$ cat config.mk
export PLATFORM = sky130hd
export DESIGN_NAME = ifu_pcgen_flat
export DESIGN_NICKNAME = d
export VERILOG_FILES = /design/src/rtl/ifu_pcgen_if.sv /design/src/rtl/ifu_pcgen.sv /design/src/flat_wrapper.sv
export SDC_FILE = /design/constraint.sdc
export NUM_CORES = 1
export LEC_CHECK = 0
export BUFFER_PORTS_ARGS = -buffer_cell sky130_fd_sc_hd__buf_2
export CAP_MARGIN = 10
export CORE_MARGIN = 1
export CORE_UTILIZATION = 45
export DETAILED_ROUTE_END_ITERATION = 10
export PLACE_DENSITY = 0.81
export SLEW_MARGIN = 0
export SYNTH_ARGS = -nofsm -noshare
export SYNTH_HDL_FRONTEND = slang
export SYNTH_SLANG_ARGS = --single-unit
$ cat constraint.sdc
create_clock -name clk -period 3.4 [get_ports clk]
set_input_delay 0.68 -clock clk [delete_from_list [all_inputs] [get_ports clk]]
set_output_delay 0.68 -clock clk [all_outputs]
set_load 0.02 [all_outputs]
$ cat src/rtl/ifu_pcgen_if.sv
// rtl/ifu_pcgen_if.sv - flush, fetch-request, fetch-response and decode handshakes of the PC generator
interface ifu_pcgen_if #(
  parameter int unsigned PC_SIZE = 32
);
  logic               pipe_flush_req;
  logic [PC_SIZE-1:0] pipe_flush_add_op1;
  logic [PC_SIZE-1:0] pipe_flush_add_op2;
  logic               pipe_flush_ack;
  logic               ifu_req_valid;
  logic               ifu_req_ready;
  logic [PC_SIZE-1:0] ifu_req_pc;
  logic               ifu_rsp_valid;
  logic               ifu_rsp_ready;
  logic [31:0]        ifu_rsp_instr;
  logic               ifu_o_valid;
  logic               ifu_o_ready;
  logic [31:0]        ifu_o_ir;
  logic [PC_SIZE-1:0] ifu_o_pc;
  logic               ifu_bpu_taken;
  logic [PC_SIZE-1:0] ifu_bpu_tgt;

  modport slave (
    input  pipe_flush_req, pipe_flush_add_op1, pipe_flush_add_op2,
    input  ifu_req_ready, ifu_rsp_valid, ifu_rsp_instr, ifu_o_ready,
    input  ifu_bpu_taken, ifu_bpu_tgt,
    output pipe_flush_ack, ifu_req_valid, ifu_req_pc, ifu_rsp_ready,
    output ifu_o_valid, ifu_o_ir, ifu_o_pc
  );

  modport master (
    output pipe_flush_req, pipe_flush_add_op1, pipe_flush_add_op2,
    output ifu_req_ready, ifu_rsp_valid, ifu_rsp_instr, ifu_o_ready,
    output ifu_bpu_taken, ifu_bpu_tgt,
    input  pipe_flush_ack, ifu_req_valid, ifu_req_pc, ifu_rsp_ready,
    input  ifu_o_valid, ifu_o_ir, ifu_o_pc
  );
endinterface

$ cat src/rtl/ifu_pcgen.sv
// rtl/ifu_pcgen.sv - fetch PC register, single-outstanding fetch requests and flush redirect with kill
module ifu_pcgen #(
  parameter int unsigned        PC_SIZE  = 32,
  parameter logic [PC_SIZE-1:0] RESET_PC = 32'h0000_0080
) (
  input  logic         clk,
  input  logic         rst_n,
  ifu_pcgen_if.slave   bus
);
  typedef enum logic [1:0] {S_BOOT, S_REQ, S_WAIT} state_t;

  state_t             state, state_nxt;
  logic [PC_SIZE-1:0] pc_r, pc_nxt;
  logic               kill_r, kill_nxt;
  logic [PC_SIZE-1:0] flush_tgt;
  logic [PC_SIZE-1:0] pred_tgt;
  logic [PC_SIZE-1:0] seq_pc;
  logic               rsp_accept;

  assign flush_tgt = (bus.pipe_flush_add_op1 + bus.pipe_flush_add_op2) & ~PC_SIZE'(3);
  assign pred_tgt  = bus.ifu_bpu_tgt & ~PC_SIZE'(3);
  assign seq_pc    = pc_r + PC_SIZE'(4);
  // A response is always drained when it is doomed, even if decode is stalled.
  assign rsp_accept = bus.ifu_rsp_valid & (bus.ifu_o_ready | kill_r | bus.pipe_flush_req);

  assign bus.ifu_req_pc = pc_r;
  assign bus.ifu_o_pc   = pc_r;
  assign bus.ifu_o_ir   = bus.ifu_rsp_instr;

  always_ff @(posedge clk or negedge rst_n) begin
    if (!rst_n) begin
      state  <= S_BOOT;
      pc_r   <= RESET_PC;
      kill_r <= 1'b0;
    end else begin
      state  <= state_nxt;
      pc_r   <= pc_nxt;
      kill_r <= kill_nxt;
    end
  end

  always_comb begin
    state_nxt          = state;
    pc_nxt             = pc_r;
    kill_nxt           = kill_r;
    bus.pipe_flush_ack = 1'b0;
    bus.ifu_req_valid  = 1'b0;
    bus.ifu_rsp_ready  = 1'b0;
    bus.ifu_o_valid    = 1'b0;
    case (state)
      S_BOOT: state_nxt = S_REQ;
      S_REQ: begin
        bus.ifu_req_valid  = ~bus.pipe_flush_req;
        bus.pipe_flush_ack = bus.pipe_flush_req;
        if (bus.pipe_flush_req) begin
          pc_nxt = flush_tgt;
        end else if (bus.ifu_req_ready) begin
          state_nxt = S_WAIT;
        end
      end
      S_WAIT: begin
        bus.pipe_flush_ack = bus.pipe_flush_req;
        bus.ifu_o_valid    = bus.ifu_rsp_valid & ~kill_r & ~bus.pipe_flush_req;
        bus.ifu_rsp_ready  = bus.ifu_o_ready | kill_r | bus.pipe_flush_req;
        if (rsp_accept) begin
          state_nxt = S_REQ;
          if (kill_r || bus.pipe_flush_req) begin
            kill_nxt = 1'b0;
            if (bus.pipe_flush_req) begin
              pc_nxt = flush_tgt;
            end
          end else begin
            pc_nxt = bus.ifu_bpu_taken ? pred_tgt : seq_pc;
          end
        end else if (bus.pipe_flush_req) begin
          // Redirect now; the stale response still owed by memory is dropped later.
          pc_nxt   = flush_tgt;
          kill_nxt = 1'b1;
        end
      end
      default: state_nxt = S_BOOT;
    endcase
  end
endmodule

$ cat src/flat_wrapper.sv
// flat-port wrapper written by rule: the top's interface ports become plain ports
module ifu_pcgen_flat 
#(
  parameter int unsigned        PC_SIZE  = 32,
  parameter logic [PC_SIZE-1:0] RESET_PC = 32'h0000_0080
)
  (clk, rst_n, bus_pipe_flush_req, bus_pipe_flush_add_op1, bus_pipe_flush_add_op2, bus_ifu_req_ready, bus_ifu_rsp_valid, bus_ifu_rsp_instr, bus_ifu_o_ready, bus_ifu_bpu_taken, bus_ifu_bpu_tgt, bus_pipe_flush_ack, bus_ifu_req_valid, bus_ifu_req_pc, bus_ifu_rsp_ready, bus_ifu_o_valid, bus_ifu_o_ir, bus_ifu_o_pc);
  ifu_pcgen_if #(.PC_SIZE(PC_SIZE)) bus_i ();
  input  logic clk;
  input  logic rst_n;
  input wire logic [$bits(bus_i.pipe_flush_req)-1:0] bus_pipe_flush_req;
  input wire logic [$bits(bus_i.pipe_flush_add_op1)-1:0] bus_pipe_flush_add_op1;
  input wire logic [$bits(bus_i.pipe_flush_add_op2)-1:0] bus_pipe_flush_add_op2;
  input wire logic [$bits(bus_i.ifu_req_ready)-1:0] bus_ifu_req_ready;
  input wire logic [$bits(bus_i.ifu_rsp_valid)-1:0] bus_ifu_rsp_valid;
  input wire logic [$bits(bus_i.ifu_rsp_instr)-1:0] bus_ifu_rsp_instr;
  input wire logic [$bits(bus_i.ifu_o_ready)-1:0] bus_ifu_o_ready;
  input wire logic [$bits(bus_i.ifu_bpu_taken)-1:0] bus_ifu_bpu_taken;
  input wire logic [$bits(bus_i.ifu_bpu_tgt)-1:0] bus_ifu_bpu_tgt;
  output wire logic [$bits(bus_i.pipe_flush_ack)-1:0] bus_pipe_flush_ack;
  output wire logic [$bits(bus_i.ifu_req_valid)-1:0] bus_ifu_req_valid;
  output wire logic [$bits(bus_i.ifu_req_pc)-1:0] bus_ifu_req_pc;
  output wire logic [$bits(bus_i.ifu_rsp_ready)-1:0] bus_ifu_rsp_ready;
  output wire logic [$bits(bus_i.ifu_o_valid)-1:0] bus_ifu_o_valid;
  output wire logic [$bits(bus_i.ifu_o_ir)-1:0] bus_ifu_o_ir;
  output wire logic [$bits(bus_i.ifu_o_pc)-1:0] bus_ifu_o_pc;
  assign bus_i.pipe_flush_req = bus_pipe_flush_req;
  assign bus_i.pipe_flush_add_op1 = bus_pipe_flush_add_op1;
  assign bus_i.pipe_flush_add_op2 = bus_pipe_flush_add_op2;
  assign bus_i.ifu_req_ready = bus_ifu_req_ready;
  assign bus_i.ifu_rsp_valid = bus_ifu_rsp_valid;
  assign bus_i.ifu_rsp_instr = bus_ifu_rsp_instr;
  assign bus_i.ifu_o_ready = bus_ifu_o_ready;
  assign bus_i.ifu_bpu_taken = bus_ifu_bpu_taken;
  assign bus_i.ifu_bpu_tgt = bus_ifu_bpu_tgt;
  assign bus_pipe_flush_ack = bus_i.pipe_flush_ack;
  assign bus_ifu_req_valid = bus_i.ifu_req_valid;
  assign bus_ifu_req_pc = bus_i.ifu_req_pc;
  assign bus_ifu_rsp_ready = bus_i.ifu_rsp_ready;
  assign bus_ifu_o_valid = bus_i.ifu_o_valid;
  assign bus_ifu_o_ir = bus_i.ifu_o_ir;
  assign bus_ifu_o_pc = bus_i.ifu_o_pc;
  ifu_pcgen #(.PC_SIZE(PC_SIZE), .RESET_PC(RESET_PC)) u_core (.clk(clk), .rst_n(rst_n), .bus(bus_i));
endmodule
# [Yosys cells after proc, flatten, opt, wreduce, memory -nomap -nowiden]
# Index checks and enable logic that the tools add are counted.
[totals] regBits=35 input_bits=135 out_inout_bits=100
[classes] n_addsub=2 n_eq_ne=6 mux=16 bitwise_logic=7 n_reduce_logical=7
[ops] cell="2-to-1 mux 32 bit" n=4
[ops] cell="one-hot mux 32 bit (2 select lines)" n=1
[ops] cell="adder 32 x 3 -> 32 bit, second input constant" n=1
[ops] cell="adder 32 bit" n=1
[ops] cell="2-to-1 mux 1 bit" n=7
[ops] cell="2-to-1 mux 2 bit" n=3
[ops] cell="inequality test 2 bit, second input constant" n=3
[ops] cell="one-hot mux 2 bit (3 select lines)" n=1
[ops] cell="AND reduction 3 bit" n=2
[ops] cell="nonzero test 2 bit" n=2
[ops] cell="AND 1 bit" n=3
[ops] cell="equality test 2 x 1 -> 1 bit, second input constant" n=1
[ops] cell="equality test 2 bit, second input constant" n=1
[ops] cell="logical NOT 2 bit" n=1
[ops] cell="inequality test 2 x 1 -> 1 bit, second input constant" n=1
[ops] cell="NOT 1 bit" n=2
[ops] cell="bitwise OR 1 bit" n=2
[ops] cell="OR reduction 2 bit" n=1
[ops] cell="logical OR 1 bit" n=1

# [Longest topological paths before layout]
# Gate-level depths: netlist of run 1.
[depth] ltp_word=5 depth_mapped=11 depth_no_buf=10

# [Worst setup path after synthesis of run 1]
# No wires, ideal clock.
[synth_path] path_kind="in2reg" start="in bus_pipe_flush_add_op2[2]" end="reg u_core.pc_r[22] (netlist: u_core.bus.ifu_o_pc[22])" t_arrival_ns=2.624 required_ns=3.274 path_slack_ns=0.650 cell_stages=9 path_buffers=0 path_cell_list="ha_1 a21oi_1 a21oi_1 o31ai_2 a31oi_1 o21a_2 o21ai_2 mux2_1 a311o_1"
[synth_via] elab_chain_cells=5
[synth_lines] element="start: declaration" line="flat_wrapper.sv:13" rtl="input wire logic [$bits(bus_i.pipe_flush_add_op2)-1:0] bus_pipe_flush_add_op2;"
[synth_lines] element="adder 32 bit (*)" line="ifu_pcgen.sv:20" rtl="assign flush_tgt = (bus.pipe_flush_add_op1 + bus.pipe_flush_add_op2) & ~PC_SIZE'(3);"
[synth_lines] element="2-to-1 mux 32 bit (*)" line="ifu_pcgen.sv:55, ifu_pcgen.sv:69, ifu_pcgen.sv:75"
[synth_lines] element="2-to-1 mux 32 bit" line="ifu_pcgen.sv:67" rtl="if (kill_r || bus.pipe_flush_req) begin"
[synth_lines] element="2-to-1 mux 32 bit" line="ifu_pcgen.sv:65" rtl="if (rsp_accept) begin"
[synth_lines] element="one-hot mux 32 bit (2 select lines) (*)" line="ifu_pcgen.sv:50" rtl="case (state)"
[synth_lines] element="end signal: assignment" line="ifu_pcgen.sv:37" rtl="pc_r <= pc_nxt;"
[synth_lines] element="end: declaration" line="ifu_pcgen.sv:13" rtl="logic [PC_SIZE-1:0] pc_r, pc_nxt;"
# Every way passes the cells marked *; elsewhere a longest branch is shown, timed or not.
# A chain may end at the register's enable or synchronous reset.

# [Worst setup path after layout of run 1]
# Same ends and word-level chain as after synthesis.

==> results of run 1 <==
==> Yosys cell counts (7+ instances only) <==
cell type   n
nor2b_1     7
buf_4      64
nor3_1      9
nor2_1     38
nand4_1    12
xor2_1      7
nand3_1    17
nand2_1    39
o221ai_1    8
clkbuf_1   15
inv_1      16
xnor2_1    23
ha_1       34
a21oi_1    56
dfrtp_1    34
o21ai_0    32
o22ai_1    12
==> layout by cell type, fill, tap and decap left out, drive strengths merged, types with 3 or more instances in the layout <==
cell / instances
clkbuf: 6
o211ai: 5
xor2: 7
nor3: 10
and2: 6
a21o: 6
o22ai: 12
a31oi: 5
buf: 178
nand4: 13
a2bb2oi: 3
clkinv: 3
a222oi: 3
nor2: 38
dfrtp: 34
nand3b: 3
ha: 34
a221oi: 5
nand2: 40
nor4: 6
nor2b: 7
mux2i: 4
o21ai: 35
and3: 5
a21oi: 58
inv: 17
or3: 6
o221ai: 9
o21a: 3
xnor2: 23
mux2: 7
nand3: 17
==> cell families after synthesis <==
family	share of synthesized area
XOR/XNOR	0.06207
buffers and inverters	0.1466
flip-flops	0.2072
AND/OR/NAND/NOR	0.1960
AO/OA/AOI/OAI	0.2595
adder cells (fa/ha/maj)	0.1005
multiplexers	0.02808
==> path summary, 6_finish.rpt <==
path                                            from  slack, ps                       to  cells past startpoint
max                        bus_pipe_flush_add_op2[2]        580  u_core.bus.ifu_o_pc[22]                     10
max reg2reg                          u_core.state[0]        870  u_core.bus.ifu_o_pc[25]                     10
min                                            rst_n        480          u_core.state[1]                      1
min reg2reg                   u_core.bus.ifu_o_pc[0]        520   u_core.bus.ifu_o_pc[0]                      1
max in group asynchronous                      rst_n       2400  u_core.bus.ifu_o_pc[24]                      1
min in group clk              u_core.bus.ifu_o_pc[0]        520   u_core.bus.ifu_o_pc[0]                      1
==> critical path, delay by kind of cell <==
kind,cells,cell delay (ps)
fa+ha+maj,1,330
mux,1,340
compound gates,7,1540
buf+inv,1,100
==> stage by stage <==
| stage | hold slack [ps] | worst slack, ps | total power (uW) | std cells | area, sq um |
|---|---|---|---|---|---|
| final | 481.9 | 577.9 | 3329 | 751 | 4826 |
| after global routing | 540.5 | 413.2 | 3579 | 751 | 4826 |
| after CTS | 504.9 | 583.4 | 3323 | 751 | 4826 |
| after global placement | 498.9 | 332.3 | 2947 | 744 | 4738 |
| after floorplan | 384.4 | 650.1 | 2541 | 537 | 4233 |
| after detailed placement | 505.6 | 275.3 | 3005 | 744 | 4738 |
==> state kept, by name (all words and copies together), names as in the netlist <==
signal and cells:
u_core.bus.ifu_o_pc 32, u_core.kill_r 1, u_core.state 2
==> power groups by stage <==
stage | Clock, uW | Sequential [uW] | Combinational, uW
after detailed placement | 0 | 920 | 2080
after global placement | 0 | 906 | 2040
after floorplan | 0 | 1050 | 1490
after global routing | 337 | 959 | 2280
after CTS | 321 | 913 | 2090
final | 315 | 920 | 2090
==> layout make-up <==
type / instances / area (sq um)
Fill cell: 901 / 4370
Multi-Input combinational cell: 401 / 2735
Timing Repair Buffer: 178 / 915.9
Sequential cell: 35 / 877.1
Tap cell: 111 / 138.9
Clock buffer: 6 / 82.58
Inverter: 19 / 71.32
Clock inverter: 1 / 5.005
==> routing by layer <==
layer  global-route usage  part of all wire  wire length, um
met5                    0                 0                0
met4               0.1125             0.021              271
met3              0.03121             0.071              899
met2               0.4303              0.49             6139
met1               0.3267              0.42             5296
==> flow_metrics.py, run 1 <==
metrics = {
    "drt": {
        "wl_per_cell_um": 16.79,
        "routed_wl_um": 12610,
        "drtIter0Drc": 340,
        "ant_nets": 0,
        "dr.pass1.iters": 5,
        "drc": 0,
        "avgViaCountPerCell": 5.879,
        "via_count": 4415,
    },
    "sta": {
        "rsz0062_at_grt": "false",
        "hold_viol_final": 0,
        "setup_viol": 0,
        "layout_min_cycle_time_ps": 2822,
        "finalCritPeriodShare": 0.8300,
        "tightest_slew_ps": 814.1,
        "max_freq_ghz": 0.3543,
        "slew_headroom": 0.4573,
        "fin_skew_ps": 6.390,
        "finalSetupTns_ps": 0,
        "drv_slew": 0,
    },
    "power": {
        "p_clk_frac": 0.095,
        "p_leak_uw": 0.002218,
        "switching_share": 0.5266,
        "internal-power_uw": 1576,
        "ir_drop_mv": 0.3045,
        "p_per_area_mw_per_mm2": 689.9,
        "pwr-share-seq": 0.276,
        "pwr-share-comb": 0.629,
        "p_sw_uw": 1753,
    },
    "clock_network": {
        "cts_setup_buffers": 0,
        "ctsHoldBuffers": 0,
        "tritoncts": "yes",
        "clk_pin_slew_worst_paths_ps": 80,
        "clock_latency_ps": 290,
        "clock_path_buffers": 2,
        "cts-buffers-inserted": 5,
        "ctsResizeCount": 0,
        "cts-root-buf": "clkbuf_8",
        "h-tree-depth": 2,
        "clock-sinks": 35,
    },
    "setup_path": {
        "crit_path_end_kind": "register",
        "worst_ep_arrival_time_ps": 3000,
        "path_cells": "buf_2, ha_1, a21oi_1, a21oi_1, o31ai_2, a31oi_1, o21a_2, o21ai_2, mux2_1, a311o_1",
        "startpoint_type": "input pin",
        "path_class": "input pin to register",
        "cp_max_fo": 5,
        "crit_path_frequent_cell": "a21oi_1",
        "cpMaxStageDelayCell": "o31ai_2",
        "max_stage_delay_ps": 400,
        "crit_required_ps": 3580,
    },
    "synthesis": {
        "ys_warn_count": 0,
        "synth_top_area_share": 0.2010,
        "synthCells": 537,
        "synth_edf_count": 0,
        "ys_types": 75,
        "synthArstFlopShare": 1.000,
        "synth_area_leaders": "dfrtp_1 (20%), buf_4 (11%), ha_1 (10%)",
        "yosysSeqAreaShare": 0.2072,
        "syn_area_sq_mm": 0.004233,
        "ys.flop_type": "dfrtp_1",
        "avgSynthCellArea_sq_um": 7.882,
        "synthesis.nets": 706,
        "ys_ff_latch": 35,
        "yosysTopAreaCell": "dfrtp_1",
    },
    "floorplan": {
        "dieArea_sq_mm": 0.009798,
        "die_w_um": 98.99,
        "start_util": 0.4603,
        "chipHeight_um": 98.99,
        "coreArea_sq_mm": 0.009196,
        "rows": 35,
        "ios": 235,
    },
    "finish": {
        "nNetsFinal": 809,
        "finish.utilization": 0.5248,
        "antenna_cells": 0,
        "syn_to_final_growth_pct": 14.01,
        "drive_gt1_frac": 0.3344,
    },
    "global_route": {
        "grt_max_degree": 36,
        "grt_pass1_vias": 4112,
        "grt.total_usage": 0.2550,
        "grt_pass1_wl_um": 20030,
        "gr-total-overflow": 0,
        "antenna_found_initial": 0,
    },
    "status": {
        "status": "finished, final reports clean",
    },
    "placement": {
        "dp_hpwl_um": 9850,
        "place.gp.congestion": 0.9086,
        "portBuffers": 168,
    },
    "flow_run": {
        "cap_violations": 0,
    },
    "worst_hold_path": {
        "holdCritPathClass": "input pin to asynchronous set/reset pin",
    },
}
No activity file was read; power rests on OpenSTA's default activity.
==> run 2, diff against run 1 <==
--- a/config.mk
+++ b/config.mk
@@ -8,9 +8,9 @@
 export BUFFER_PORTS_ARGS = -buffer_cell sky130_fd_sc_hd__buf_2
 export CAP_MARGIN = 10
 export CORE_MARGIN = 1
-export CORE_UTILIZATION = 45
+export CORE_UTILIZATION = 42
 export DETAILED_ROUTE_END_ITERATION = 10
-export PLACE_DENSITY = 0.81
+export PLACE_DENSITY = 0.79
 export SLEW_MARGIN = 0
 export SYNTH_ARGS = -nofsm -noshare
 export SYNTH_HDL_FRONTEND = slang
==> constraint.sdc (replaced) <==
create_clock -name clk -period 2.4 [get_ports clk]
set_input_delay 0.48 -clock clk [delete_from_list [all_inputs] [get_ports clk]]
set_output_delay 0.48 -clock clk [all_outputs]
set_load 0.02 [all_outputs]
==> run 2 against run 1 <==
  * The run now ends with negative setup slack left
  * Sequential share of layout area fell by 3.3 points
  * Critical path depth rose by 1
  * Combinational power rose by 61%
  * Clock skew rose by 1.2 ps
  * Power rose by 56%
  * First-iteration DRC count rose by 16%
  * Sequential power rose by 38%
  * Non-clock buffer count rose by 73
  * Worst hold slack got worse by 190 ps
  * Global-route usage fell by 0.25 points
  * Setup slack got worse by 600 ps
  * Largest cell class unchanged
==> flow_metrics.py, run 2 (synthesized netlist as in run 1, its figures left out) <==
metrics = {
    "setup_path": {
        "path_depth": 11,
        "path_cells": "buf_6, ha_4, nand4_4, nor4_4, o31ai_4, buf_4, a21oi_4, a21oi_4, o211ai_4, mux2i_1, or3_1",
        "rr_endpoint": "u_core.bus.ifu_o_pc[22]",
        "crit_path_frequent_cell": "a21oi_4",
        "crit_start": "bus_pipe_flush_add_op2[11]",
        "worst_ep_arrival_time_ps": 2590,
        "r2r_start": "u_core.state[0]",
        "crit_path_end_kind": "register",
        "crit_required_ps": 2570,
        "path_class": "input pin to register",
        "critPathBufInv": 2,
        "cpLargestDelayFamily": "simple AND/OR/NAND/NOR gates",
        "max_stage_delay_ps": 310,
        "cpMaxStageDelayCell": "or3_1",
        "cp-endpoint": "u_core.bus.ifu_o_pc[29]",
        "startpoint_type": "input pin",
        "reg2regPathDepth": 9,
        "cp_max_fo": 4,
        "ff2ff_setup_slack_ps": 190,
    },
    "floorplan": {
        "rows": 36,
        "dieArea_sq_mm": 0.01048,
        "ios": 235,
        "chipHeight_um": 102.4,
        "start_util": 0.4331,
        "coreArea_sq_mm": 0.009774,
        "die_w_um": 102.4,
    },
    "drt": {
        "dr.pass1.iters": 5,
        "avgViaCountPerCell": 5.717,
        "ant_nets": 0,
        "wl_per_cell_um": 16.51,
        "via_count": 4842,
        "drtIter0Drc": 396,
        "drc": 0,
        "routed_wl_um": 13980,
    },
    "global_route": {
        "gr-total-overflow": 0,
        "grt_max_degree": 36,
        "grt_pass1_vias": 4579,
        "antenna_found_initial": 0,
        "grt.total_usage": 0.2525,
        "grt_pass1_wl_um": 21100,
    },
    "sta": {
        "finalCritPeriodShare": 1.010,
        "finalSetupTns_ps": -37.47,
        "hold_viol_final": 0,
        "layout_min_cycle_time_ps": 2425,
        "fin_skew_ps": 7.628,
        "timing.hold.ws_ps": 290.6,
        "slew_headroom": 0.4488,
        "drv_slew": 0,
        "tightest_slew_ps": 826.8,
        "rsz0062_at_grt": "true",
        "setup_viol": 2,
        "max_freq_ghz": 0.4123,
        "fin_ws_ps": -25.16,
    },
    "finish": {
        "final_cell_mix": "buf_2 (157), buf_4 (82), a21oi_1 (48), nand2_1 (36), nor2_1 (35)",
        "antenna_cells": 0,
        "syn_to_final_growth_pct": 38.84,
        "fillCellCount": 867,
        "finalInstanceArea_sq_mm": 0.005877,
        "largest_register_ffs": 32,
        "drive_gt1_frac": 0.4552,
        "nNetsFinal": 882,
        "mostFrequentLayoutCell": "buf_2",
    },
    "clock_network": {
        "cts-buffers-inserted": 5,
        "tritoncts": "yes",
        "clock_path_buffers": 2,
        "clock_latency_ps": 280,
        "h-tree-depth": 2,
        "clk_pin_slew_worst_paths_ps": 80,
        "cts-root-buf": "clkbuf_8",
        "clock-sinks": 35,
    },
    "status": {
        "violations": "negative setup slack",
        "status": "finished, violations left",
    },
    "worst_hold_path": {
        "holdCritPathClass": "input pin to asynchronous set/reset pin",
    },
    "placement": {
        "portBuffers": 168,
        "placed_cell_area_sq_mm": 0.005340,
        "dp_hpwl_um": 10650,
        "place.gp.congestion": 0.8816,
    },
    "power": {
        "p_leak_uw": 0.002654,
        "p_per_area_mw_per_mm2": 884.3,
        "ir_drop_mv": 0.3732,
        "power.total_uw": 5197,
    },
    "flow_run": {
        "cap_violations": 0,
    },
}
[run 2: through the flow]
stage | setup slack, ps | utilization | cells
finish | -25.16 | 0.6013 | 847
global route | -85.26 | 0.6013 | 847
global placement | -351.5 | 0.5463 | 833
CTS | -44.56 | 0.5609 | 841
detailed placement | -388.7 | 0.5463 | 833
floorplan | -35.94 | - | 537
[run 2: what timing repair did]
action                                  CTS  global route
pin swaps                                 1            32
endpoints found under the setup margin    4            19
resized for setup                         3            55
cloned                                    0             0
hold buffers                              0             0
buffers inserted                          0             6
[run 2: worst register-to-register path, stage by stage (launching register included)]
cell and delay (ps):
dfrtp_1 400, inv_1 90, ha_1 250, nand2_1 90, nor3_2 140, and2_1 230, o21ai_1 210, o21ai_0 220
o21ai_0 130, a311o_1 340
[run 2: final cells by class]
type,instances,area [sq um],area share
clock buffers,6,82.58,0.01405
clock inverters,2,35.03,0.005961
flip-flops and latches,35,877.1,0.1492
repair buffers,251,1536,0.2614
inverters,19,71.32,0.01214
multi-input cells,401,3108,0.5288
well taps,133,166.4,0.02832
[run 2: report_power, final]
part	internal, uW	switching [uW]	total [uW]
Clock	336	224	560
Sequential	872	396	1270
Combinational	1370	2000	3370
Total	2580	2620	5200
[run 2: how the worst min path moves through the flow]
stage                                 from                     end
finish                               rst_n         u_core.state[0]
global route                         rst_n         u_core.state[0]
CTS                                  rst_n  u_core.bus.ifu_o_pc[1]
detailed placement  u_core.bus.ifu_o_pc[0]  u_core.bus.ifu_o_pc[0]
global placement    u_core.bus.ifu_o_pc[0]  u_core.bus.ifu_o_pc[0]
floorplan                            rst_n  u_core.bus.ifu_o_pc[0]
[run 2: layer usage]
| layer | vias to the layer above | routed length (um) | share of wire | GRT usage |
|---|---|---|---|---|
| met1 | 2259 | 5612 | 0.40 | 0.3148 |
| met3 | 41 | 1029 | 0.074 | 0.03488 |
| met5 | - | 0 | 0 | 0 |
| met4 | 0 | 353 | 0.025 | 0.1055 |
| met2 | 272 | 6985 | 0.50 | 0.4362 |
| li1 | 2270 | - | - | - |
==> run 3, diff against run 2 <==
--- a/config.mk
+++ b/config.mk
@@ -6,11 +6,12 @@
 export NUM_CORES = 1
 export LEC_CHECK = 0
 export BUFFER_PORTS_ARGS = -buffer_cell sky130_fd_sc_hd__buf_2
-export CAP_MARGIN = 10
+export CAP_MARGIN = 20
 export CORE_MARGIN = 1
 export CORE_UTILIZATION = 42
 export DETAILED_ROUTE_END_ITERATION = 10
 export PLACE_DENSITY = 0.79
+export RECOVER_POWER = 25
 export SLEW_MARGIN = 0
 export SYNTH_ARGS = -nofsm -noshare
 export SYNTH_HDL_FRONTEND = slang
==> run 3 against run 2 <==
  * The flow finishes with violations (max-capacitance violations, max-slew violations, negative setup slack)
  * Non-clock buffer count is the same
  * Combinational power is essentially flat
  * Via count shrank 0.31%
  * Critical path type unchanged
==> flow_metrics.py, run 3 (synthesized netlist as in run 1, its figures left out) <==
metrics = {
    "status": {
        "status": "finished, violations left",
        "violations": "max-capacitance violations, max-slew violations, negative setup slack",
    },
    "sta": {
        "max_freq_ghz": 0.4126,
        "rsz0062_at_grt": "true",
        "fin_ws_ps": -23.38,
        "layout_min_cycle_time_ps": 2423,
        "fin_skew_ps": 7.706,
        "drv_slew": 36,
        "finalCritPeriodShare": 1.010,
        "hold_viol_final": 0,
        "slew_headroom": -0.3164,
        "tightest_slew_ps": 1975,
        "setup_viol": 2,
    },
    "placement": {
        "portBuffers": 168,
        "place.gp.congestion": 0.8816,
        "placed_cell_area_sq_mm": 0.005340,
        "dp.cells": 833,
        "dp_hpwl_um": 10650,
    },
    "clock_network": {
        "h-tree-depth": 2,
        "clock_path_buffers": 2,
        "tritoncts": "yes",
        "cts-root-buf": "clkbuf_8",
        "clk_pin_slew_worst_paths_ps": 80,
        "cts-buffers-inserted": 5,
        "clock-sinks": 35,
        "clock_latency_ps": 280,
    },
    "drt": {
        "routed_wl_um": 13960,
        "dr.pass1.iters": 5,
        "via_count": 4827,
        "ant_nets": 0,
        "drc": 0,
        "avgViaCountPerCell": 5.699,
        "wl_per_cell_um": 16.48,
        "drtIter0Drc": 395,
    },
    "power": {
        "p_per_area_mw_per_mm2": 884.3,
        "ir_drop_mv": 0.3729,
        "p_leak_uw": 0.002651,
    },
    "global_route": {
        "antenna_found_initial": 0,
        "grt_pass1_wl_um": 21100,
        "grt.total_usage": 0.2525,
        "grt_max_degree": 36,
        "grt_pass1_vias": 4579,
        "grt.met3_usage": 0.03488,
        "gr-total-overflow": 0,
        "busiest_layer": "met2",
        "grtUsageMet1": 0.3148,
        "grtUsageMet2": 0.4362,
    },
    "setup_path": {
        "path_class": "input pin to register",
        "path_cells": "buf_6, ha_4, nand4_4, nor4_4, o31ai_4, buf_4, a21oi_4, a21oi_4, o211ai_4, mux2i_1, or3_1",
        "max_stage_delay_ps": 310,
        "worst_ep_arrival_time_ps": 2590,
        "cpMaxStageDelayCell": "or3_1",
        "crit_start": "bus_pipe_flush_add_op2[11]",
        "startpoint_type": "input pin",
        "crit_path_frequent_cell": "a21oi_4",
        "crit_required_ps": 2570,
        "crit_path_end_kind": "register",
        "r2r_start": "u_core.state[0]",
        "cp_max_fo": 4,
    },
    "finish": {
        "antenna_cells": 0,
        "fin_cells": 847,
        "largest_register_ffs": 32,
        "nNetsFinal": 882,
        "finalInstanceArea_sq_mm": 0.005876,
        "syn_to_final_growth_pct": 38.81,
        "drive_gt1_frac": 0.4538,
        "final_cell_mix": "buf_2 (156), buf_4 (82), a21oi_1 (48), nand2_1 (36), nor2_1 (35)",
        "mostFrequentLayoutCell": "buf_2",
        "fillCellCount": 867,
        "finish.utilization": 0.6011,
    },
    "floorplan": {
        "rows": 36,
        "start_util": 0.4331,
        "ios": 235,
        "chipHeight_um": 102.4,
        "coreArea_sq_mm": 0.009774,
        "dieArea_sq_mm": 0.01048,
        "die_w_um": 102.4,
    },
    "flow_run": {
        "cap_violations": 1,
    },
    "worst_hold_path": {
        "holdCritPathClass": "input pin to register",
        "worstHoldStart": "bus_ifu_rsp_valid",
    },
}
## run 3: path summary, 6_finish.rpt
path / endpoint / slack, ps / depth (start not counted)
setup / recovery: u_core.bus.ifu_o_pc[29] / -20 / 11
hold / removal: u_core.kill_r / 400 / 2
setup reg to reg: u_core.bus.ifu_o_pc[22] / 190 / 9
hold reg to reg: u_core.bus.ifu_o_pc[1] / 520 / 1
max in group asynchronous: u_core.bus.ifu_o_pc[6] / 520 / 1
min in group asynchronous: u_core.state[0] / 750 / 1
## run 3: final cells by class
cell class                      instances  area (sq um)  share of cell area
Timing Repair Buffer                  251          1535              0.2613
Clock buffer                            6         82.58             0.01405
Tap cell                              133         166.4             0.02832
Sequential cell                        35         877.1              0.1493
Clock inverter                          2         35.03            0.005963
Inverter                               19         71.32             0.01214
Multi-Input combinational cell        401          3108              0.5290
## run 3: routing by layer
layer  vias up  wire [um]
li1       2269          -
met2       257       6962
met1      2263       5620
met5         -          0
met3        38       1017
met4         0        361
## run 3: critical path, delay by kind of cell
| kind | cells | cell delay [ps] |
|---|---|---|
| compound gates | 4 | 710 |
| fa+ha+maj | 1 | 300 |
| buf+inv | 2 | 270 |
| mux | 1 | 90 |
| simple gates | 3 | 730 |
## run 3: power breakdown
part	switching (uW)	internal, uW	total, uW
combinational	2000	1370	3370
clock	224	336	560
sequential	394	872	1270
## run 3: what timing repair did
action,CTS,global route
hold buffers,0,0
endpoints found under the setup margin,4,19
buffers inserted,0,6
resized for setup,3,55
cloned,0,0
pin swaps,1,32
## run 3: per-stage QoR
step	setup WS, ps	setup TNS (ps)	hold WS (ps)	power, uW
2_1_floorplan	-35.94	-35.94	184.4	3615
3_3_place_gp	-351.5	-2562	499.7	4368
3_5_place_dp	-388.7	-3468	511.4	4462
4_1_cts	-44.56	-129.4	310.6	5038
5_1_grt	-85.26	-329.4	403.2	5549
6_report	-23.38	-36.90	396.0	5196
